--- config.mk ---
export PLATFORM = sky130hd
export DESIGN_NAME = string_fetch_arbiter_flat
export DESIGN_NICKNAME = d
export VERILOG_FILES = /design/src/rtl/string_fetch_arbiter_if.sv /design/src/rtl/string_fetch_arbiter.sv /design/src/flat_wrapper.sv
export SDC_FILE = /design/constraint.sdc
export NUM_CORES = 1
export LEC_CHECK = 0
export CAP_MARGIN = 40
export CORE_MARGIN = 1.5
export CORE_UTILIZATION = 40
export DETAILED_ROUTE_END_ITERATION = 10
export DONT_BUFFER_PORTS = 1
export HOLD_SLACK_MARGIN = 0.1
export SLEW_MARGIN = 0
export SYNTH_ARGS = -nofsm -noshare
export SYNTH_HDL_FRONTEND = slang
export SYNTH_SLANG_ARGS = --single-unit
--- constraint.sdc ---
create_clock -name clk -period 3.3 [get_ports clk]
set_clock_uncertainty 0.1 [all_clocks]
set_input_delay 0.66 -clock clk [delete_from_list [all_inputs] [get_ports clk]]
set_output_delay 0.66 -clock clk [all_outputs]
set_load 0.01 [all_outputs]
--- src/rtl/string_fetch_arbiter_if.sv ---
// Bus bundle for the string fetch arbiter.
// Carries three groups of signals:
//   - the CPU load/store request: cpu_* and cpu_stall
//   - the shared Data_Memory port: mem_*
//   - the print-string engine control and character stream:
//     start, start_addr, busy, char_*, done, truncated
// The arbiter connects through the slave modport. The CPU, the memory and the
// console side connect through the master modport.
interface string_fetch_arbiter_if;
  logic        cpu_memRead;
  logic        cpu_memWrite;
  logic [31:0] cpu_address;
  logic [31:0] cpu_writeData;
  logic        cpu_stall;

  logic        mem_memRead;
  logic        mem_memWrite;
  logic [31:0] mem_address;
  logic [31:0] mem_writeData;
  logic [31:0] mem_readData;

  logic        start;
  logic [31:0] start_addr;
  logic        busy;
  logic        char_valid;
  logic [7:0]  char_data;
  logic        char_ready;
  logic        done;
  logic        truncated;

  modport slave (
    input  cpu_memRead, cpu_memWrite, cpu_address, cpu_writeData,
    output cpu_stall,
    output mem_memRead, mem_memWrite, mem_address, mem_writeData,
    input  mem_readData,
    input  start, start_addr, char_ready,
    output busy, char_valid, char_data, done, truncated
  );

  modport master (
    output cpu_memRead, cpu_memWrite, cpu_address, cpu_writeData,
    input  cpu_stall,
    input  mem_memRead, mem_memWrite, mem_address, mem_writeData,
    output mem_readData,
    output start, start_addr, char_ready,
    input  busy, char_valid, char_data, done, truncated
  );
endinterface

--- src/rtl/string_fetch_arbiter.sv ---
// Shares the single Data_Memory port between the CPU load/store path and a
// print-string fetch engine. The engine reads a NUL-terminated string one word
// at a time. It streams the bytes out over a valid/ready handshake.
// The CPU has priority. After STARVE_LIMIT consecutive CPU wins, the engine is
// given the port.
// Ports:
//   clk    system clock
//   reset  asynchronous, active-high reset
//   bus    string_fetch_arbiter_if.slave, carrying the CPU request, the
//          memory port and the engine start/character/done signals
module string_fetch_arbiter #(
  parameter int unsigned STARVE_LIMIT = 4,
  parameter int unsigned MAX_LEN      = 255
) (
  input  logic                  clk,
  input  logic                  reset,
  string_fetch_arbiter_if.slave bus
);
  localparam int unsigned SW = $clog2(STARVE_LIMIT + 1);
  localparam int unsigned CW = $clog2(MAX_LEN + 1);

  typedef enum logic [2:0] {IDLE, REQ, WAIT, EMIT, DONE} state_t;

  state_t          state, state_nxt;
  logic [31:0]     word_addr;
  logic [1:0]      idx;
  logic [CW-1:0]   byte_cnt;
  logic [SW-1:0]   starve_cnt;
  logic [31:0]     word_buf;
  logic            trunc_r;

  logic            cpu_req;
  logic            cpu_wins;
  logic            eng_grant;
  logic            last_char;
  logic [7:0]      cur_byte;

  // The CPU keeps the port while its win streak is below the limit.
  assign cpu_req   = bus.cpu_memRead | bus.cpu_memWrite;
  assign cpu_wins  = cpu_req && (32'(starve_cnt) < STARVE_LIMIT);
  assign eng_grant = (state == REQ) && !cpu_wins;
  assign cur_byte  = word_buf[{idx, 3'b000} +: 8];
  assign last_char = (32'(byte_cnt) + 32'd1) == MAX_LEN;

  // State register
  always_ff @(posedge clk or posedge reset) begin
    if (reset) state <= IDLE;
    else       state <= state_nxt;
  end

  // Next-state logic
  always_comb begin
    state_nxt = state;
    unique case (state)
      IDLE: if (bus.start) state_nxt = REQ;
      REQ:  if (!cpu_wins) state_nxt = WAIT;
      WAIT: state_nxt = EMIT;
      EMIT: begin
        if (cur_byte == 8'd0)   state_nxt = DONE;
        else if (bus.char_ready) begin
          if (last_char)        state_nxt = DONE;
          else if (idx == 2'd3) state_nxt = REQ;
        end
      end
      DONE:    state_nxt = IDLE;
      default: state_nxt = IDLE;
    endcase
  end

  // Engine datapath: address/byte cursor, counters, word buffer
  always_ff @(posedge clk or posedge reset) begin
    if (reset) begin
      word_addr  <= '0;
      idx        <= '0;
      byte_cnt   <= '0;
      starve_cnt <= '0;
      word_buf   <= '0;
      trunc_r    <= 1'b0;
    end else begin
      unique case (state)
        IDLE: if (bus.start) begin
          word_addr <= {bus.start_addr[31:2], 2'b00};
          idx       <= bus.start_addr[1:0];
          byte_cnt  <= '0;
          trunc_r   <= 1'b0;
        end
        REQ: begin
          if (cpu_wins) starve_cnt <= starve_cnt + SW'(1);
          else          starve_cnt <= '0;
        end
        WAIT: word_buf <= bus.mem_readData;
        EMIT: begin
          if (cur_byte == 8'd0) trunc_r <= 1'b0;
          else if (bus.char_ready) begin
            byte_cnt <= byte_cnt + CW'(1);
            if (last_char) trunc_r <= 1'b1;
            else if (idx == 2'd3) begin
              idx       <= 2'd0;
              word_addr <= word_addr + 32'd4;
            end else begin
              idx <= idx + 2'd1;
            end
          end
        end
        default: ;
      endcase
    end
  end

  // Outputs: the memory mux passes the CPU through except in the engine-grant cycle
  always_comb begin
    bus.busy          = (state != IDLE);
    bus.char_valid    = 1'b0;
    bus.char_data     = 8'd0;
    bus.done          = 1'b0;
    bus.truncated     = 1'b0;
    bus.cpu_stall     = 1'b0;
    bus.mem_memRead   = bus.cpu_memRead;
    bus.mem_memWrite  = bus.cpu_memWrite;
    bus.mem_address   = bus.cpu_address;
    bus.mem_writeData = bus.cpu_writeData;
    if (state == EMIT) begin
      bus.char_data  = cur_byte;
      bus.char_valid = (cur_byte != 8'd0);
    end
    if (state == DONE) begin
      bus.done      = 1'b1;
      bus.truncated = trunc_r;
    end
    if (eng_grant) begin
      bus.mem_memRead   = 1'b1;
      bus.mem_memWrite  = 1'b0;
      bus.mem_address   = word_addr;
      bus.mem_writeData = 32'd0;
      bus.cpu_stall     = cpu_req;
    end
  end
endmodule

--- src/flat_wrapper.sv ---
// flat-port wrapper written by rule: the top's interface ports become plain ports
module string_fetch_arbiter_flat 
#(
  parameter int unsigned STARVE_LIMIT = 4,
  parameter int unsigned MAX_LEN      = 255
)
  (clk, reset, bus_cpu_memRead, bus_cpu_memWrite, bus_cpu_address, bus_cpu_writeData, bus_cpu_stall, bus_mem_memRead, bus_mem_memWrite, bus_mem_address, bus_mem_writeData, bus_mem_readData, bus_start, bus_start_addr, bus_char_ready, bus_busy, bus_char_valid, bus_char_data, bus_done, bus_truncated);
  string_fetch_arbiter_if bus_i ();
  input  logic clk;
  input  logic reset;
  input wire logic [$bits(bus_i.cpu_memRead)-1:0] bus_cpu_memRead;
  input wire logic [$bits(bus_i.cpu_memWrite)-1:0] bus_cpu_memWrite;
  input wire logic [$bits(bus_i.cpu_address)-1:0] bus_cpu_address;
  input wire logic [$bits(bus_i.cpu_writeData)-1:0] bus_cpu_writeData;
  output wire logic [$bits(bus_i.cpu_stall)-1:0] bus_cpu_stall;
  output wire logic [$bits(bus_i.mem_memRead)-1:0] bus_mem_memRead;
  output wire logic [$bits(bus_i.mem_memWrite)-1:0] bus_mem_memWrite;
  output wire logic [$bits(bus_i.mem_address)-1:0] bus_mem_address;
  output wire logic [$bits(bus_i.mem_writeData)-1:0] bus_mem_writeData;
  input wire logic [$bits(bus_i.mem_readData)-1:0] bus_mem_readData;
  input wire logic [$bits(bus_i.start)-1:0] bus_start;
  input wire logic [$bits(bus_i.start_addr)-1:0] bus_start_addr;
  input wire logic [$bits(bus_i.char_ready)-1:0] bus_char_ready;
  output wire logic [$bits(bus_i.busy)-1:0] bus_busy;
  output wire logic [$bits(bus_i.char_valid)-1:0] bus_char_valid;
  output wire logic [$bits(bus_i.char_data)-1:0] bus_char_data;
  output wire logic [$bits(bus_i.done)-1:0] bus_done;
  output wire logic [$bits(bus_i.truncated)-1:0] bus_truncated;
  assign bus_i.cpu_memRead = bus_cpu_memRead;
  assign bus_i.cpu_memWrite = bus_cpu_memWrite;
  assign bus_i.cpu_address = bus_cpu_address;
  assign bus_i.cpu_writeData = bus_cpu_writeData;
  assign bus_cpu_stall = bus_i.cpu_stall;
  assign bus_mem_memRead = bus_i.mem_memRead;
  assign bus_mem_memWrite = bus_i.mem_memWrite;
  assign bus_mem_address = bus_i.mem_address;
  assign bus_mem_writeData = bus_i.mem_writeData;
  assign bus_i.mem_readData = bus_mem_readData;
  assign bus_i.start = bus_start;
  assign bus_i.start_addr = bus_start_addr;
  assign bus_i.char_ready = bus_char_ready;
  assign bus_busy = bus_i.busy;
  assign bus_char_valid = bus_i.char_valid;
  assign bus_char_data = bus_i.char_data;
  assign bus_done = bus_i.done;
  assign bus_truncated = bus_i.truncated;
  string_fetch_arbiter #(.STARVE_LIMIT(STARVE_LIMIT), .MAX_LEN(MAX_LEN)) u_core (.clk(clk), .reset(reset), .bus(bus_i));
endmodule
==> impl_metrics.tcl, run 1 <==
set metrics [dict create \
    crit_slowest_cell "mux4_2" \
    vias 4449 \
    drtPass1Iterations 5 \
    setup_viol 0 \
    grt_use_total_pct 23.3 \
    grt_util_met3_pct 6.01 \
    die_h_um 115 \
    cts_sinks 79 \
    grt_max_degree 68 \
    syn_nets 718 \
    top_usage_layer "met2" \
    synth-seq-area-share_pct 39.1 \
    drt_iter0_drc 294 \
    synthSimpleGateAreaFrac_pct 29.0 \
    core-area_mm2 0.0122 \
    ys_seq_elements 79 \
    place_area_mm2 0.00525 \
    critPathKind "flop to output pin" \
    rsz0062_at_grt "no" \
    power_uw 5230 \
    wire_per_inst_um 20.6 \
    synth_fa_ha_area_share_pct 1.24 \
    ys_types 59 \
    mostFrequentLayoutCells "nand2_1, dfrtp_1, and2_1, mux2_2, nor2_1" \
    slew_viol_final 0 \
    numCtsBuffers 9 \
    num_rows 40 \
    portBuffers 0 \
    yosys_warnings 0 \
    synth_xor_area_share_pct 0.520 \
    ys.flop_type "dfrtp_1" \
    hold_viol 0 \
    dp_hpwl_mm 11.3 \
    fmax_ghz 0.332 \
    pwr-share-comb_pct 44.5 \
    grt_pass1_wl_mm 23.2 \
    drc 0 \
    ios 213 \
    nets 710 \
    clk_pin_slew_ns 0.07 \
    die_area_mm2 0.0133 \
    grt_use_met1_pct 30.2 \
    start_kind "flop" \
    leakagePower_uw 0.00225 \
    synth_top_family_by_area "simple AND/OR/NAND/NOR gates" \
    drive_above_1_share_pct 14.9 \
    internal-power_uw 2980 \
    power_switching_uw 2250 \
    p_clk_share_pct 18.6 \
    r2r_end "u_core.word_addr[17]$_DFFE_PP0P_" \
    cts_tree "yes" \
    syn2layout_area_growth_pct 9.81 \
    start_util_pct 41.5 \
    use_met2_pct 37.6 \
    swShare_pct 43.0 \
    async_flop_share_pct 100 \
    p_seq_share_pct 36.9 \
    peakVddDrop_mv 0.419 \
    clkLatencyLatePin_ns 0.35 \
    period_share_pct 91.2 \
    cp-endpoint "bus_char_valid" \
    worstSetupEndpointType "output pin" \
    antenna_found_initial 1 \
    relSlewSlack_pct 46.4 \
    grt_pass1_vias 4156 \
    layout_commonest_cell "nand2_1" \
    startpoint "u_core.idx[0]$_DFFE_PP0P_" \
    hold_buffers 0 \
    reg2reg_depth 6 \
    status "completed" \
    regToRegSetupSlack_ns 0.33 \
    synthMuxAreaShare_pct 10.7 \
    cp_data_arrival_time_ns 2.25 \
    power_density_mw_per_mm2 943 \
    drt_wl_total_mm 15.4 \
    cts-root-buf "clkbuf_16" \
    crit_chain "mux4_2, nor4_1, a21oi_1" \
    synth_compound_area_share_pct 15.9 \
    fin_setup_tns_ns 0 \
    hold_class "input port to async pin" \
    stdcell_area_mm2 0.00555 \
    clockBufferDepth 2 \
    gp_congestion 0.859 \
    synth_edf_count 0 \
    critPathMaxFanout 11 \
    die_width_um 115 \
    ctsHtreeMaxLevel 3 \
    r2r_start "u_core.idx[0]$_DFFE_PP0P_" \
    period_needed_ns 3.01 \
    synth_area_mm2 0.00505 \
    vias_per_cell 5.97 \
    gr-total-overflow 0 \
    slowest_delay_ns 0.57 \
    syn_inst 579 \
    antenna_left 0 \
    syn_avg_cell_area_um2 8.73 \
    cp.required_ns 2.54 \
    worstMarginPinSlew_ns 0.804 \
    max-cap-violations 0 \
]
[through the flow]
step	setup slack [ns]	std cells	hold WS [ns]	util, %
CTS	0.105	744	0.241	45.6
global placement	0.286	728	0.370	43.2
floorplan	0.517	579	0.354	-
finish	0.289	745	0.214	45.6
detailed placement	0.193	728	0.386	43.2
global route	0.171	745	0.271	45.6
[power groups by stage]
stage / clock network [µW] / logic (µW) / registers [µW]
2_1_floorplan: 0 / 1950 / 1690
3_3_place_gp: 0 / 2250 / 1910
3_5_place_dp: 0 / 2320 / 1930
4_1_cts: 990 / 2330 / 1920
5_1_grt: 1040 / 2560 / 2000
6_report: 976 / 2330 / 1930
[repair_timing]
action	4_1_cts	5_1_grt
gates resized for setup	0	1
buffers inserted	0	0
hold endpoints to repair	0	0
setup endpoints to repair	0	3
[cell families (layout without fill, tap and decap cells)]
logic type / count (synthesis) / in the layout
compound gates: 112 / 112
xor+xnor: 3 / 3
fa+ha+maj: 5 / 5
buf+inv: 42 / 39
flops: 79 / 79
mux: 40 / 40
other cells: 0 / 1
simple gates: 298 / 298
[sequential cells by signal (all words and copies together) (netlist names)]
| signal | flops |
|---|---|
| u_core.word_addr | 30 |
| u_core.state | 3 |
| u_core.byte_cnt | 8 |
| u_core.word_buf | 32 |
| u_core.starve_cnt | 3 |
| u_core.trunc_r | 1 |
| u_core.idx | 2 |
[synthesized netlist by cell type, types with 4 or more instances]
master	n	area (µm²)
mux4_2	8	180
clkbuf_1	29	109
and3_1	7	43.8
or3_1	7	43.8
nand2_1	138	518
a32o_1	5	50.1
and4_1	5	43.8
o21ai_0	24	120
nand3_1	14	70.1
o211ai_1	5	37.5
nor2_1	30	113
nand2b_1	4	25.0
and2_1	46	288
nor2b_1	5	31.3
a22oi_1	11	82.6
nand4_1	16	100
mux2_2	32	360
o22ai_1	9	56.3
ha_1	5	62.6
inv_1	7	26.3
a211oi_1	5	37.5
nor4_1	4	25.0
dfrtp_1	79	1980
nor3_1	10	50.1
a21oi_1	16	80.1
[layer usage]
metal	wire length (µm)	part of all wire (%)
met4	345	2.2
met2	7350	48
met1	6460	42
met5	0	0
met3	1210	7.9
[critical path, delay by kind of cell, from the launching register on]
| family | cells | cell delay [ns] |
|---|---|---|
| AO/OA/AOI/OAI | 1 | 0.27 |
| multiplexers | 1 | 0.57 |
| AND/OR/NAND/NOR | 1 | 0.51 |
| flip-flops | 1 | 0.55 |
[how the worst min path moves through the flow]
stage | startpoint | endpoint
final | reset | u_core.byte_cnt[4]$_DFFE_PP0P_
after floorplan | u_core.starve_cnt[1]$_DFFE_PP0P_ | u_core.starve_cnt[1]$_DFFE_PP0P_
after CTS | reset | u_core.byte_cnt[4]$_DFFE_PP0P_
after global placement | u_core.starve_cnt[1]$_DFFE_PP0P_ | u_core.starve_cnt[1]$_DFFE_PP0P_
after global routing | reset | u_core.byte_cnt[4]$_DFFE_PP0P_
after detailed placement | u_core.starve_cnt[1]$_DFFE_PP0P_ | u_core.starve_cnt[1]$_DFFE_PP0P_
[area by class of cell]
cell class | instances | area, µm²
Timing Repair Buffer | 16 | 133
Sequential cell | 79 | 1980
Clock inverter | 6 | 51.3
Fill cell | 1179 | 6610
Inverter | 7 | 27.5
Multi-Input combinational cell | 458 | 2910
Tap cell | 168 | 210
Antenna cell | 1 | 2.50
Clock buffer | 10 | 239
(Power assumes the default switching activity.)
==> inputs of run 2 (changes only) <==
- CORE_UTILIZATION: 40 -> 45
==> run 2 against run 1 <==
Compared with the run above: global-route usage up 1.5 points; wire length decreased by 6.1%; worst hold slack got worse by 0.057 ns; via count decreased by 1.0%; non-clock buffer count shrank 1; largest power group unchanged; sequential share of layout area rose by 0.93 points; register-to-register slack improved by 0.06 ns.
==> impl_metrics.tcl, run 2 (same netlist as run 1, synthesis figures left out) <==
set metrics [dict create \
    wire_per_inst_um 20.1 \
    mostFrequentLayoutCells "nand2_1, dfrtp_1, and2_1, mux2_2, nor2_1" \
    hold_buffers 0 \
    grt_use_total_pct 24.7 \
    gp_congestion 0.851 \
    clkLatencyLatePin_ns 0.37 \
    drtPass1Iterations 6 \
    portBuffers 0 \
    period_share_pct 90.0 \
    max-cap-violations 0 \
    gr-total-overflow 0 \
    instances_no_fill 717 \
    vias 4404 \
    drt_wl_total_mm 14.4 \
    setup_ws_ns 0.329 \
    grt_pass1_vias 4209 \
    antenna_found_initial 3 \
    swShare_pct 44.4 \
    rsz0062_at_grt "no" \
    drive_above_1_share_pct 14.8 \
    fin_hold_ws_ns 0.157 \
    clockBufferDepth 2 \
    drc 0 \
    syn2layout_area_growth_pct 7.01 \
    relSlewSlack_pct 53.2 \
    start_kind "flop" \
    slew_viol_final 0 \
    post-place-ws_ns 0.219 \
    fin_util_pct 49.7 \
    setup_viol 0 \
    dp_hpwl_mm 10.3 \
    clk_pin_slew_ns 0.09 \
    layout_commonest_cell "nand2_1" \
    cts_setup_buffers 0 \
    antenna_left 0 \
    cts-root-buf "clkbuf_8" \
    status "completed" \
    nets 709 \
    drt_iter0_drc 339 \
    fin_setup_tns_ns 0 \
    worstSetupEndpointType "output pin" \
    num_rows 38 \
    internal-power_uw 2740 \
    critPathMaxFanout 11 \
    placed_cells 699 \
    power_switching_uw 2190 \
    p_clk_share_pct 14.6 \
    period_needed_ns 2.97 \
    ios 213 \
    core-area_mm2 0.0109 \
    start_util_pct 46.4 \
    leakagePower_uw 0.00220 \
    hold_class "input port to async pin" \
    ctsHtreeMaxLevel 3 \
    fmax_ghz 0.337 \
    worstMarginPinSlew_ns 0.693 \
    pwr-share-comb_pct 46.5 \
    die_h_um 109 \
    cp.required_ns 2.54 \
    p_seq_share_pct 38.8 \
    regMostFlops "u_core.word_buf" \
    grt_pass1_wl_mm 22.1 \
    die_width_um 109 \
    largest_register_ffs 32 \
    die_area_mm2 0.0119 \
    cts_tree "yes" \
    peakVddDrop_mv 0.479 \
    cts_resized 0 \
    regToRegSetupSlack_ns 0.39 \
    power_density_mw_per_mm2 912 \
    fillers 1049 \
    cts_sinks 79 \
    critPathKind "flop to output pin" \
    vias_per_cell 6.14 \
    grt_max_degree 80 \
    hold_viol 0 \
    numCtsBuffers 9 \
    top_regs "u_core.word_buf (32), u_core.word_addr (30), u_core.byte_cnt (8)" \
    cp_data_arrival_time_ns 2.21 \
]
-- run 2: cell count changes in the layout (fill, tap and decap cells not counted), sizes merged --
cell,before,now
buf,16,15
clkinv,3,4
diode,1,2
inv,10,9
-- run 2: final cells by class --
type                    instances  area [µm²]  area share, %
multi-input cells             458        2910           53.8
flip-flops and latches         79        1980           36.6
well taps                     140         175           3.24
clock buffers                  10         138           2.55
repair buffers                 15         125           2.31
clock inverters                 6        51.3          0.949
inverters                       7        27.5          0.509
diodes                          2        5.00         0.0926
-- run 2: through the flow --
| step | total power, µW | instance area [µm²] |
|---|---|---|
| floorplan | 3640 | 5050 |
| global placement | 4140 | 5210 |
| detailed placement | 4220 | 5210 |
| CTS | 4950 | 5400 |
| global route | 5330 | 5410 |
| finish | 4930 | 5410 |
-- run 2: power by group through the flow --
stage	Combinational (µW)	Sequential, µW	Clock (µW)
after floorplan	1950	1690	0
after global placement	2230	1910	0
after detailed placement	2290	1920	0
after CTS	2300	1910	738
after global routing	2560	1990	778
final	2290	1920	721
-- run 2: final timing paths --
| path | end | depth (start not counted) | from |
|---|---|---|---|
| min | u_core.word_addr[23]$_DFFE_PP0P_ | 2 | reset |
| min reg2reg | u_core.starve_cnt[1]$_DFFE_PP0P_ | 2 | u_core.starve_cnt[1]$_DFFE_PP0P_ |
| max in group asynchronous | u_core.idx[0]$_DFFE_PP0P_ | 2 | reset |
| min in group clk | u_core.state[2]$_DFFE_PP0P_ | 2 | bus_char_ready |
| max | bus_char_valid | 4 | u_core.idx[0]$_DFFE_PP0P_ |
| max reg2reg | u_core.word_addr[14]$_DFFE_PP0P_ | 5 | u_core.idx[0]$_DFFE_PP0P_ |
-- run 2: layer usage --
layer,up-vias,GRT usage (%),routed length [µm]
met5,-,0,10
met4,2,9.49,294
met3,24,7.65,1230
met2,237,39.9,6990
met1,2079,31.0,5900
li1,2062,-,-
-- run 2: worst max-delay path: stages, from the launching register on --
cell	delay, ns
dfrtp_2	0.57
mux4_2	0.57
nor4_1	0.38
buf_4	0.19
a21oi_1	0.14
